File: src/rtl/leitor_gamepad_genesis.sv
// Polls a Sega Genesis 3/6-button pad through its DB9 port and publishes
// the 12 decoded buttons plus presence and 6-button flags once per poll.
module leitor_gamepad_genesis #(
    parameter int PHASE_CYCLES = 500,
    parameter int POLL_CYCLES  = 833333
) (
    input  logic        Clock50,
    input  logic        Reset,
    input  logic [5:0]  PadDados,
    output logic        PadSelect,
    output logic [11:0] Saidas,
    output logic        Conectado,
    output logic        SeisBotoes,
    output logic        NovaLeitura
);
    localparam int TW = $clog2(POLL_CYCLES);
    localparam int PW = $clog2(PHASE_CYCLES);
    localparam logic [TW-1:0] TIMER_LAST = TW'(POLL_CYCLES - 1);
    localparam logic [PW-1:0] PHASE_LAST = PW'(PHASE_CYCLES - 1);

    typedef enum logic {OCIOSO, LEITURA} estadoT;

    estadoT        state, stateNext;
    logic [2:0]    phase, phaseNext;
    logic [PW-1:0] phaseCnt, phaseCntNext;
    logic [TW-1:0] timer;
    logic [5:0]    sync1, sync2;
    logic [5:0]    pressed;
    logic [11:0]   shadow;
    logic          present, six;
    logic          selectNext, commit, phaseEnd;

    assign pressed = ~sync2;

    // Synchronizers idle at the pull-up level so a reset looks like "nothing pressed".
    always_ff @(posedge Clock50 or posedge Reset) begin
        if (Reset) begin
            sync1 <= '1;
            sync2 <= '1;
        end else begin
            sync1 <= PadDados;
            sync2 <= sync1;
        end
    end

    always_ff @(posedge Clock50 or posedge Reset) begin
        if (Reset)
            timer <= '0;
        else if (timer == TIMER_LAST)
            timer <= '0;
        else
            timer <= timer + 1'b1;
    end

    always_comb begin
        stateNext    = state;
        phaseNext    = phase;
        phaseCntNext = phaseCnt;
        commit       = 1'b0;
        phaseEnd     = 1'b0;
        case (state)
            OCIOSO: begin
                if (timer == TIMER_LAST) begin
                    stateNext    = LEITURA;
                    phaseNext    = 3'd0;
                    phaseCntNext = '0;
                end
            end
            LEITURA: begin
                if (phaseCnt == PHASE_LAST) begin
                    phaseEnd     = 1'b1;
                    phaseCntNext = '0;
                    if (phase == 3'd7) begin
                        stateNext = OCIOSO;
                        commit    = 1'b1;
                    end else begin
                        phaseNext = phase + 3'd1;
                    end
                end else begin
                    phaseCntNext = phaseCnt + 1'b1;
                end
            end
            default: stateNext = OCIOSO;
        endcase
        // Select is high while idle and in even phases, so it toggles with the phase index.
        selectNext = (stateNext == OCIOSO) || !phaseNext[0];
    end

    always_ff @(posedge Clock50 or posedge Reset) begin
        if (Reset) begin
            state     <= OCIOSO;
            phase     <= 3'd0;
            phaseCnt  <= '0;
            PadSelect <= 1'b1;
        end else begin
            state     <= stateNext;
            phase     <= phaseNext;
            phaseCnt  <= phaseCntNext;
            PadSelect <= selectNext;
        end
    end

    // Shadow capture on the last cycle of each phase, after the pad has settled.
    always_ff @(posedge Clock50 or posedge Reset) begin
        if (Reset) begin
            shadow  <= '0;
            present <= 1'b0;
            six     <= 1'b0;
        end else if (phaseEnd) begin
            case (phase)
                3'd0: begin
                    shadow[3:0] <= pressed[3:0];
                    shadow[6:5] <= pressed[5:4];
                end
                3'd1: begin
                    shadow[4]  <= pressed[4];
                    shadow[10] <= pressed[5];
                    present    <= pressed[2] & pressed[3];
                end
                3'd5: six <= &pressed[3:0];
                3'd6: begin
                    shadow[9]  <= six & pressed[0];
                    shadow[8]  <= six & pressed[1];
                    shadow[7]  <= six & pressed[2];
                    shadow[11] <= six & pressed[3];
                end
                default: ;
            endcase
        end
    end

    // An absent pad reads all-high through pull-ups, so outputs are gated by presence.
    always_ff @(posedge Clock50 or posedge Reset) begin
        if (Reset) begin
            Saidas      <= '0;
            Conectado   <= 1'b0;
            SeisBotoes  <= 1'b0;
            NovaLeitura <= 1'b0;
        end else begin
            NovaLeitura <= commit;
            if (commit) begin
                Saidas     <= present ? shadow : 12'h000;
                Conectado  <= present;
                SeisBotoes <= present & six;
            end
        end
    end

endmodule

File: config.mk
export PLATFORM = sky130hd
export DESIGN_NAME = leitor_gamepad_genesis
export DESIGN_NICKNAME = d
export VERILOG_FILES = /design/src/rtl/leitor_gamepad_genesis.sv
export SDC_FILE = /design/constraint.sdc
export NUM_CORES = 1
export LEC_CHECK = 0
export BUFFER_PORTS_ARGS = -buffer_cell sky130_fd_sc_hd__buf_4
export CAP_MARGIN = 20
export CORE_ASPECT_RATIO = 1.1
export CORE_MARGIN = 2
export CORE_UTILIZATION = 49
export CTS_CLUSTER_DIAMETER = 60
export DETAILED_ROUTE_END_ITERATION = 6
export GPL_TIMING_DRIVEN = 0
export PLACE_DENSITY = 0.74
export SLEW_MARGIN = 20
export SYNTH_ARGS = -nofsm -noshare
export SYNTH_HDL_FRONTEND = slang
export SYNTH_SLANG_ARGS = --single-unit
File: constraint.sdc
create_clock -name Clock50 -period 2.7 [get_ports Clock50]
set_input_delay 0 -clock Clock50 [delete_from_list [all_inputs] [get_ports Clock50]]
set_output_delay 0 -clock Clock50 [all_outputs]
set_load 0.05 [all_outputs]
---- After elaboration in Yosys (flattened, before gate mapping) ----
Index checks and enable logic that the tools add are counted.
operators by class
  muxes and demuxes ....................... 18
  reduce and logical (&&, ||, !) cells .... 9
  bitwise logic cells ..................... 9
  equal/unequal tests ..................... 9
  add/subtract/negate cells ............... 3
operators by type and width
  kind                   number
  $add 20x1->20 const B  1
  $eq 20x20->1 const B   1
  $mux 20                1
  $mux 9                 2
  $pmux 9 s2             1
  $mux 12                1
  $add 9x1->9 const B    1
  $eq 3x3->1 const B     3
  $eq 9x9->1 const B     1
  $mux 3                 3
  $mux 1                 8
  $reduce_and 2->1       4
  $and 1x1->1            6
  $not 6->6              1
  $pmux 3 s2             1
  $ne 2x2->1 const B     2
  $reduce_and 4->1       1
  $add 3x1->3 const B    1
  $eq 3x1->1 const B     1
  $logic_not 3->1        1
  $reduce_and 3->1       1
  $ne 2x1->1 const B     1
  $not 1->1              2
  $pmux 1 s2             1
  other kinds (2)        2
word-level totals
  output and inout port bits .............. 16
  input bits .............................. 8
  bits in registers ....................... 75
  word-level logic and storage cells ...... 65

---- Depth between registers and ports, before layout ----
Gate-level depths: netlist (run 1).
  depth in word-level cells ............... 6
  depth in mapped cells ................... 7
  mapped depth without buffers ............ 6

---- Worst setup path after synthesis (run 1) ----
No wires, ideal clock.
  path kind ............................... register to register
  start point ............................. register phaseCnt[0]
  end point ............................... register shadow[11]
  path buffers ............................ 1
  stages on the path, launching flop included .. 7
  data arrival time ....................... 1753 ps
  setup slack ............................. 823 ps
  data required time ...................... 2575 ps
  clock period less this slack ............ 1877 ps
  setup time .............................. 125 ps
  cells stage by stage .................... dfrtp_1 > ha_1 > nand4bb_4 > nor3_2 > and3_1 > buf_2 > mux2_2
between the ends
  cells in the longest elaborated chain, start to end .. 4
ends and longest elaborated chain
  element                            RTL line  source
  from (decl)                        25        logic [PW-1:0] phaseCnt, phaseCntNext;
  from (signal assigned)             98        phaseCnt <= phaseCntNext;
  $eq 9x9->1                         70        if (phaseCnt == PHASE_LAST) begin
  $mux 1                             70
  $mux 1                             61        case (state)
  $reduce_and 2->1 (no source line)  -
  to (signal assigned)               125       shadow[11] <= six & pressed[3];
  to (decl)                          29        logic [11:0] shadow;
Every way passes these cells.
A chain may end at the register's enable or synchronous reset.

---- Worst setup path in the final report (run 1) ----
Same ends and word-level chain as after synthesis.

==> flow_summary.ini, run 1 <==
[outcome]
outcome = complete, no violations

[grt]
grt_pass1_vias = 2233
grt_overflow = 0
grt_max_degree = 61
grt_first_pass_wirelength_um = 10410
antenna_found_initial = 0
track_usage_pct = 17.17

[drt]
drtAntennaViolNets = 0
dr_wl_met3_um = 208
wl_met2_um = 2956
highest_layer = met4
drt_pass1_iterations = 4
via_per_inst = 5.230
vias = 2270
post_drt_wl_per_cell_um = 13.65
met1_length_um = 2682
drtIter0Drc = 112
drt_drc_violations_left = 0
detail_route.wirelength_um = 5924

[synth]
yosys.area.top_type = dfrtp_1
synth_warnings = 0
ys_async_sr_fraction_pct = 100.0
synthDistinctLibCells = 52
synth_top_area_share_pct = 45.76
synthCells = 305
ys_top_cells_by_area = dfrtp_1 46%, dfstp_2 10%, mux2i_1 3.5%, inv_1 3.4%, nand3_1 3.4%
syn_area_mm2 = 0.003391
synth_fp_nets = 321
yosysSeqAreaShare_pct = 55.83
synth_ff_type = dfrtp_1
syn_area_per_cell_um2 = 11.12
synth_edf_count = 0
ys_seq_elements = 75

[floorplan]
fp.dieH_um = 91.25
ios = 24
start_util_pct = 51.12
rows = 31
dieArea_mm2 = 0.007602
core_mm2 = 0.006633
die_w_um = 83.32

[clocking]
worstSkewPairLatency_ns = 0.34
clockBufferDepth = 2
htree_num_levels = 3
root_buffer = clkbuf_8
path_clk_slew_ns = 0.09
post_cts_buffers = 0
cts_tree = done
numCtsBuffers = 9
cts_sinks = 75

[sta]
final_hold_viol_count = 0
setup_viol = 0
period_share_pct = 78.27
slew_violations = 0
rsz0062_at_grt = false
slew_headroom_pct = 63.87
worst_pin_slew_ns = 0.5370
fmax_ghz = 0.4732
fin_ws_ns = 0.5866
period_needed_ns = 2.113
tns_ns = 0
skew_ns = 0.008269

[setup_path]
cp_max_fo = 6
arrival_ns = 2.34
required_ns = 2.93
startpoint_type = register
ff2ff_setup_slack_ns = 0.59
rr_endpoint = shadow[11]
rr_startpoint = phaseCnt[0]
end_kind = register
r2r_cells = 6
path_class = register to register

[place]
gp_congestion = 0.8041
place_area_mm2 = 0.003696
dpl_worst_slack_ns = 0.6282
io_buffers = 23
dpl.hpwl_um = 4105

[run]
cap_viol_max_count = 0

[layout]
nets = 363
nFillCells = 566
final_util_pct = 59.91
final_layout_size_suffix_gt1_share_pct = 22.16
area_delta_synth_final_pct = 17.20
design_area_mm2 = 0.003974
diodes = 0

[pwr]
power_switching_uw = 483.9
p_leak_nw = 1.775
p_int_mw = 1.601
p_comb_share_pct = 2.1
p_sw_share_pct = 23.20
ir_drop_v = 0.0003712
p_clk_share_pct = 43.1
seqPwrFrac_pct = 54.8
cellPowerDensity_mw_per_mm2 = 524.8
finalPower_mw = 2.085

[min_path]
hold_path_class = input pin to async pin
[power by group through the flow]
| stage | combinational [mW] | clock, mW | sequential [mW] |
|---|---|---|---|
| global placement | 0.0311 | 0 | 1.17 |
| CTS | 0.0453 | 0.923 | 1.14 |
| floorplan | 0.0171 | 0 | 1.16 |
| global route | 0.0500 | 0.972 | 1.14 |
| detailed placement | 0.0371 | 0 | 1.17 |
| finish | 0.0428 | 0.899 | 1.14 |
[critical path: stages, from the launching register on]
cell	delay (ns)
dfrtp_1	0.42
ha_1	0.31
nand4bb_4	0.20
nor3_2	0.38
and3_1	0.20
buf_2	0.15
mux2_2	0.34
[metrics by stage]
stage	instances	hold slack [ns]
2_1_floorplan	305	0.004478
3_3_place_gp	410	0.1078
3_5_place_dp	411	-0.04795
4_1_cts	434	0.1228
5_1_grt	434	0.1414
6_report	434	0.1310
[synthesized netlist by cell type (4+ instances only)]
master	instances
dfrtp_1	62
dfstp_2	13
nand4_1	6
buf_2	5
o21ai_0	22
nor3_1	7
nand2_1	17
nor2_1	19
nand2b_1	6
nor2b_1	4
xor2_1	6
mux2i_1	12
xnor2_1	10
nor4_1	4
inv_1	31
nand3_1	23
mux2_2	7
ha_1	8
[layout make-up]
cell class                 count  area, um^2  area share, %
multi-input combinational    190        1330          33.47
clock buffer                   9       123.9          3.117
buffer                         9       51.30          1.291
clock inverter                 7       83.83          2.110
inverter                      31       118.9          2.991
sequential                    75        1893          47.64
tap                           82       102.6          2.582
timing repair buffer          31       270.3          6.801
[cells in the final DEF (no fill, tap or decap), types with 2 or more instances in the layout]
cell type	instances
dfrtp_1	62
inv_1	30
buf_4	24
nand3_1	23
o21ai_0	22
nor2_1	19
nand2_1	17
dfstp_2	13
mux2i_1	12
xnor2_1	10
clkbuf_8	9
ha_1	8
nor3_1	7
mux2_2	7
dlygate4sd3_1	7
nand4_1	6
nand2b_1	6
xor2_1	6
buf_2	5
nor4_1	4
nor2b_1	4
nand3b_1	3
and3_1	3
a31oi_1	3
inv_6	3
or4_1	2
nor4_2	2
and4_1	2
[how the worst max path moves through the flow]
stage,startpoint,end,slack (ns),cells past startpoint
CTS,phaseCnt[0],shadow[11],0.59,6
floorplan,Reset,Conectado,0.81,1
global placement,Reset,phaseCnt[8],-0.07,2
detailed placement,phase[0],Saidas[1],0.63,7
global route,phase[0],Saidas[1],0.43,7
finish,phaseCnt[0],shadow[11],0.59,6
[cell families (layout without fill, tap and decap cells)]
| group | count (synthesis) | count (layout) | synth area share [%] |
|---|---|---|---|
| DFF | 75 | 75 | 55.83 |
| muxes | 19 | 19 | 5.867 |
| buffers and inverters | 40 | 87 | 4.944 |
| adders and majority gates | 8 | 8 | 2.952 |
| AOI/OAI and AO/OA | 34 | 34 | 5.978 |
| and+or+nand+nor | 113 | 113 | 20.30 |
| xor gates and xnor gates | 16 | 16 | 4.133 |
[per-layer routing]
metal | global-route usage [%] | vias up
li1 | - | 1136
met1 | 22.14 | 1096
met2 | 28.16 | 30
met3 | 4.636 | 8
met4 | 5.738 | 0
met5 | 0 | -
[sequential cells by signal (all words and copies together), names as in the netlist]
register     count
six              1
state            1
sync2            6
SeisBotoes       1
shadow          12
sync1            6
PadSelect        1
NovaLeitura      1
Conectado        1
phase            3
present          1
Saidas          12
timer           20
phaseCnt         9
[what timing repair did]
item | in CTS | in global routing
gates resized for setup | 0 | 0
hold endpoints to repair | 68 | 0
hold buffers | 7 | 0
endpoints found under the setup margin | 0 | 0
Note: power is estimated with default switching activity, not from simulation.
==> inputs of run 2 (changes only) <==
==> constraint.sdc (replaced) <==
create_clock -name Clock50 -period 2.2 [get_ports Clock50]
set_input_delay 0 -clock Clock50 [delete_from_list [all_inputs] [get_ports Clock50]]
set_output_delay 0 -clock Clock50 [all_outputs]
set_load 0.05 [all_outputs]
==> flow_summary.ini, run 2 (same netlist as run 1, synthesis figures left out) <==
[sta]
period_share_pct = 93.51
worst_pin_slew_ns = 0.5362
rsz0062_at_grt = false
period_needed_ns = 2.057
fmax_ghz = 0.4861
tns_ns = 0
slew_violations = 0
setup_viol = 0
slew_headroom_pct = 63.93
skew_ns = 0.009209
final_hold_viol_count = 0
hold_ws_ns = 0.1308

[outcome]
outcome = complete, no violations

[drt]
met1_length_um = 2702
drtIter0Drc = 96
detail_route.wirelength_um = 5962
wl_met2_um = 2979
drt_drc_violations_left = 0
post_drt_wl_per_cell_um = 13.67
highest_layer = met4
drtAntennaViolNets = 0
dr_wl_met3_um = 204
drt_pass1_iterations = 4
vias = 2267
via_per_inst = 5.200

[setup_path]
critPathMaxStageDelay_ns = 0.42
slowest_stage = dfrtp_1
path_delay_family = simple AND/OR/NAND/NOR gates
arrival_ns = 2.28
path_class = register to register
cp_num_buf_inv = 1
crit_start = phaseCnt[0]
end_kind = register
rr_startpoint = phaseCnt[0]
required_ns = 2.43
startpoint_type = register
cp_max_fo = 6
cp_cell_sequence = ha_1 -> nand4bb_4 -> nor3_4 -> and3_1 -> buf_2 -> mux2_2

[layout]
regMostFlops = timer
final_cell_mix = 62 x dfrtp_1, 30 x inv_1, 26 x buf_4
design_area_mm2 = 0.003995
largest_reg_flops = 20
final_layout_size_suffix_gt1_share_pct = 22.60
nFillCells = 567
diodes = 0
final_util_pct = 60.23
layout_commonest_cell = dfrtp_1
multiInputGateArea_mm2 = 0.001336
nets = 365
finalNonFillerCells = 436
area_delta_synth_final_pct = 17.82
layout.area.seq_mm2 = 0.001893
reg.largest.list = timer x20, Saidas x12, shadow x12

[pwr]
ir_drop_v = 0.0004560
cellPowerDensity_mw_per_mm2 = 641.0
p_leak_nw = 1.803

[clocking]
path_clk_slew_ns = 0.09
clockBufferDepth = 2
cts_tree = done
htree_num_levels = 3
worstSkewPairLatency_ns = 0.35
cts_sinks = 75
numCtsBuffers = 9
root_buffer = clkbuf_8

[floorplan]
dieArea_mm2 = 0.007602
fp.dieH_um = 91.25
core_mm2 = 0.006633
ios = 24
start_util_pct = 51.12
die_w_um = 83.32
rows = 31

[place]
dpl.hpwl_um = 4105
gp_congestion = 0.8041
place_area_mm2 = 0.003696
placed_cells = 411
io_buffers = 23

[grt]
antenna_found_initial = 0
grt_max_degree = 61
grt_pass1_vias = 2233
grt_overflow = 0
grt_first_pass_wirelength_um = 10410
track_usage_pct = 17.17

[min_path]
hold_path_class = input pin to async pin

[run]
cap_viol_max_count = 0
## run 2: final timing paths
kind,endpoint,slack (ns),cells past startpoint
min in group Clock50,sync1[4],0.30,2
worst min-delay path,timer[9],0.13,3
worst min register to register,sync2[1],0.35,0
worst max-delay path,shadow[11],0.14,6
worst max register to register,shadow[11],0.14,6
max in group asynchronous,sync2[4],1.48,4
## run 2: power breakdown
| group | switching [mW] | internal (mW) | total [mW] |
|---|---|---|---|
| registers | 0.00590 | 1.40 | 1.40 |
| logic | 0.0304 | 0.0222 | 0.0526 |
| clock network | 0.559 | 0.546 | 1.10 |
| total | 0.595 | 1.97 | 2.56 |
## run 2: layout make-up
cell class / count / share of cell area (%)
well taps: 82 / 2.568
flip-flops and latches: 75 / 47.39
plain buffers: 9 / 1.284
inverters: 31 / 2.975
multi-input cells: 190 / 33.45
clock buffers: 9 / 3.101
repair buffers: 33 / 7.141
clock inverters: 7 / 2.098
## run 2: what timing repair did
action                     CTS  global route
hold endpoints to repair    68             0
setup endpoints to repair    0            11
setup buffers                0             2
gates resized for setup      0             1
hold buffers                 7             0
## run 2: routing by layer
metal	vias up	track usage [%]
met1	1093	22.14
met3	8	4.636
li1	1137	-
met2	29	28.16
met5	-	0
met4	0	5.738
## run 2: per-stage QoR
stage | setup WS [ns] | power [mW]
global placement | -0.5718 | 1.468
CTS | 0.08823 | 2.592
floorplan | 0.3115 | 1.449
global route | 0.02494 | 2.660
finish | 0.1429 | 2.561
detailed placement | 0.1282 | 1.476
## run 2: worst reg2reg max path: cells and delay by family, from the launching register on
family,cells,cell delay [ns]
adder cells (fa/ha/maj),1,0.31
buffers and inverters,1,0.15
flip-flops,1,0.42
multiplexers,1,0.34
AND/OR/NAND/NOR,3,0.71
==> inputs of run 3 (changes only) <==
--- a/config.mk
+++ b/config.mk
@@ -5,6 +5,7 @@
 export SDC_FILE = /design/constraint.sdc
 export NUM_CORES = 1
 export LEC_CHECK = 0
+export ABC_AREA = 1
 export BUFFER_PORTS_ARGS = -buffer_cell sky130_fd_sc_hd__buf_4
 export CAP_MARGIN = 20
 export CORE_ASPECT_RATIO = 1.1
==> flow_summary.ini, run 3 <==
[sta]
skew_ns = 0.009701
slew_headroom_pct = 68.52
period_share_pct = 77.16
rsz0062_at_grt = false
period_needed_ns = 1.697
fmax_ghz = 0.5891
setup_viol = 0
final_hold_viol_count = 0
slew_violations = 0
worst_pin_slew_ns = 0.4722
fin_ws_ns = 0.5025

[layout]
regMostFlops = timer
largest_reg_flops = 20
reg.largest.list = timer x20, Saidas x12, shadow x12
layout_commonest_cell = nand2_1
nFillCells = 624
area_delta_synth_final_pct = 15.64
final_util_pct = 58.95
final_cell_mix = 119 x nand2_1, 62 x dfrtp_1, 52 x nor2_1
nets = 475
final_layout_size_suffix_gt1_share_pct = 19.61
finalNonFillerCells = 549
diodes = 0

[drt]
drtIter0Drc = 139
drt_pass1_iterations = 5
post_drt_wl_per_cell_um = 12.09
via_per_inst = 5.071
drt_drc_violations_left = 0
detail_route.wirelength_um = 6635
vias = 2784
drtAntennaViolNets = 0

[synth]
synth_ff_type = dfrtp_1
synthMuxAreaShare_pct = 0
synth_top_area_share_pct = 43.19
yosysSeqAreaShare_pct = 52.70
synth_simple_gate_area_share_pct = 28.74
synth-compound-area-share_pct = 8.220
yosys.area.top_type = dfrtp_1
synth_top_family_by_area = simple AND/OR/NAND/NOR gates
yosysMostFrequentCell = nand2_1
synth_warnings = 0
syn_area_per_cell_um2 = 8.614
syn_area_mm2 = 0.003592
synth_fp_nets = 433
yosys.area_share.xor_xnor_pct = 1.463
synthCells = 417
ys_top_cells_by_area = dfrtp_1 43%, nand2_1 12%, dfstp_2 9.5%, nor2_1 5.4%, nand3_1 4.9%
ys_seq_elements = 75
synth_edf_count = 0
ys_async_sr_fraction_pct = 100.0
synth_commonest_cells = 119 x nand2_1, 62 x dfrtp_1, 52 x nor2_1
synthDistinctLibCells = 31
synth-adder-area-share_pct = 2.786

[setup_path]
arrival_ns = 1.95
end_kind = register
path_class = register to register
path_delay_family = simple AND/OR/NAND/NOR gates
critPathMaxStageDelay_ns = 0.39
slowest_stage = dfrtp_1
required_ns = 2.45
cp_num_buf_inv = 2
crit_top_cell = nand2_1
cp_max_fo = 10
startpoint_type = register
cp_cell_sequence = ha_1 -> inv_1 -> nor2_2 -> nand3_4 -> nor2_4 -> nand2_1 -> buf_6 -> nand2_1 -> o21ai_2

[grt]
grt_pass1_vias = 2804
grt_overflow = 0
antenna_found_initial = 0
track_usage_pct = 18.66
grt_first_pass_wirelength_um = 11950
grt_max_degree = 56

[floorplan]
dieArea_mm2 = 0.008033
core_mm2 = 0.007047
die_w_um = 85.64
fp.dieH_um = 93.80
rows = 32
ios = 24
start_util_pct = 50.98

[place]
dpl.hpwl_um = 4846
dpl_worst_slack_ns = 0.4948
placed_cells = 526
io_buffers = 23
gp_congestion = 0.8454

[clocking]
path_clk_slew_ns = 0.09
post_cts_resized = 0
root_buffer = clkbuf_8
cts_sinks = 75
worstSkewPairLatency_ns = 0.35
cts_tree = done
clockBufferDepth = 2
numCtsBuffers = 9
htree_num_levels = 3

[pwr]
cellPowerDensity_mw_per_mm2 = 589.4
p_leak_nw = 2.080
ir_drop_v = 0.0003317
finalPower_mw = 2.448

[min_path]
hold_path_class = input pin to async pin

[run]
cap_viol_max_count = 0

[outcome]
outcome = complete, no violations
run 3: where the power goes:
group,switching [mW],internal [mW],leakage [nW]
logic,0.0303,0.0218,0.999
clock network,0.562,0.429,0.0925
registers,0.00793,1.40,0.989
total,0.600,1.85,2.08
run 3: cell type report:
| class | count | area (um^2) | area share [%] |
|---|---|---|---|
| tap | 85 | 106.4 | 2.560 |
| timing repair buffer | 31 | 270.3 | 6.506 |
| buffer | 6 | 50.05 | 1.205 |
| sequential | 75 | 1893 | 45.57 |
| multi-input combinational | 291 | 1480 | 35.63 |
| clock inverter | 7 | 58.81 | 1.416 |
| clock buffer | 9 | 123.9 | 2.982 |
| inverter | 45 | 171.4 | 4.127 |
run 3: kinds of logic (layout without fill, tap and decap cells):
group,Yosys count,count (layout)
buffers and inverters,51,98
xor gates and xnor gates,6,6
and+or+nand+nor,234,234
DFF,75,75
adders and majority gates,8,8
AOI/OAI and AO/OA,43,43
run 3: stage by stage:
step                      TNS (ns)  hold slack, ns  cell area [um^2]
after CTS                        0          0.1431              4154
final                            0          0.1523              4154
after floorplan                  0        0.004478              3592
after global routing             0          0.1765              4154
after global placement      -29.73          0.1088              3871
after detailed placement         0        -0.02100              3901
run 3: final timing paths:
| check | startpoint | end | slack, ns | depth (start not counted) |
|---|---|---|---|---|
| max | phaseCnt[0] | shadow[1] | 0.50 | 9 |
| min | Reset | timer[9] | 0.15 | 3 |
| max reg2reg | phaseCnt[0] | shadow[1] | 0.50 | 9 |
| min reg2reg | sync1[0] | sync2[0] | 0.36 | 0 |
| max in group asynchronous | Reset | sync2[1] | 1.46 | 4 |
| min in group Clock50 | PadDados[4] | sync1[4] | 0.30 | 2 |
run 3: layer usage:
| layer | global-route usage, % | part of all wire, % | vias up |
|---|---|---|---|
| met1 | 22.34 | 45 | 1302 |
| met2 | 32.36 | 50 | 46 |
| li1 | - | - | 1421 |
| met3 | 4.569 | 3.6 | 15 |
| met5 | 0 | 0 | - |
| met4 | 7.143 | 1.7 | 0 |
run 3: worst register-to-register path: stages (launching register included):
cell and delay, ns:
dfrtp_1 0.39, ha_1 0.25, inv_1 0.09, nor2_2 0.18, nand3_4 0.15, nor2_4 0.13
nand2_1 0.12, buf_6 0.17, nand2_1 0.07, o21ai_2 0.05
run 3: timing repair:
action | in CTS | in global routing
endpoints found under the hold margin | 69 | 0
setup endpoints to repair | 0 | 0
hold buffers | 7 | 0
buffers inserted | 0 | 0
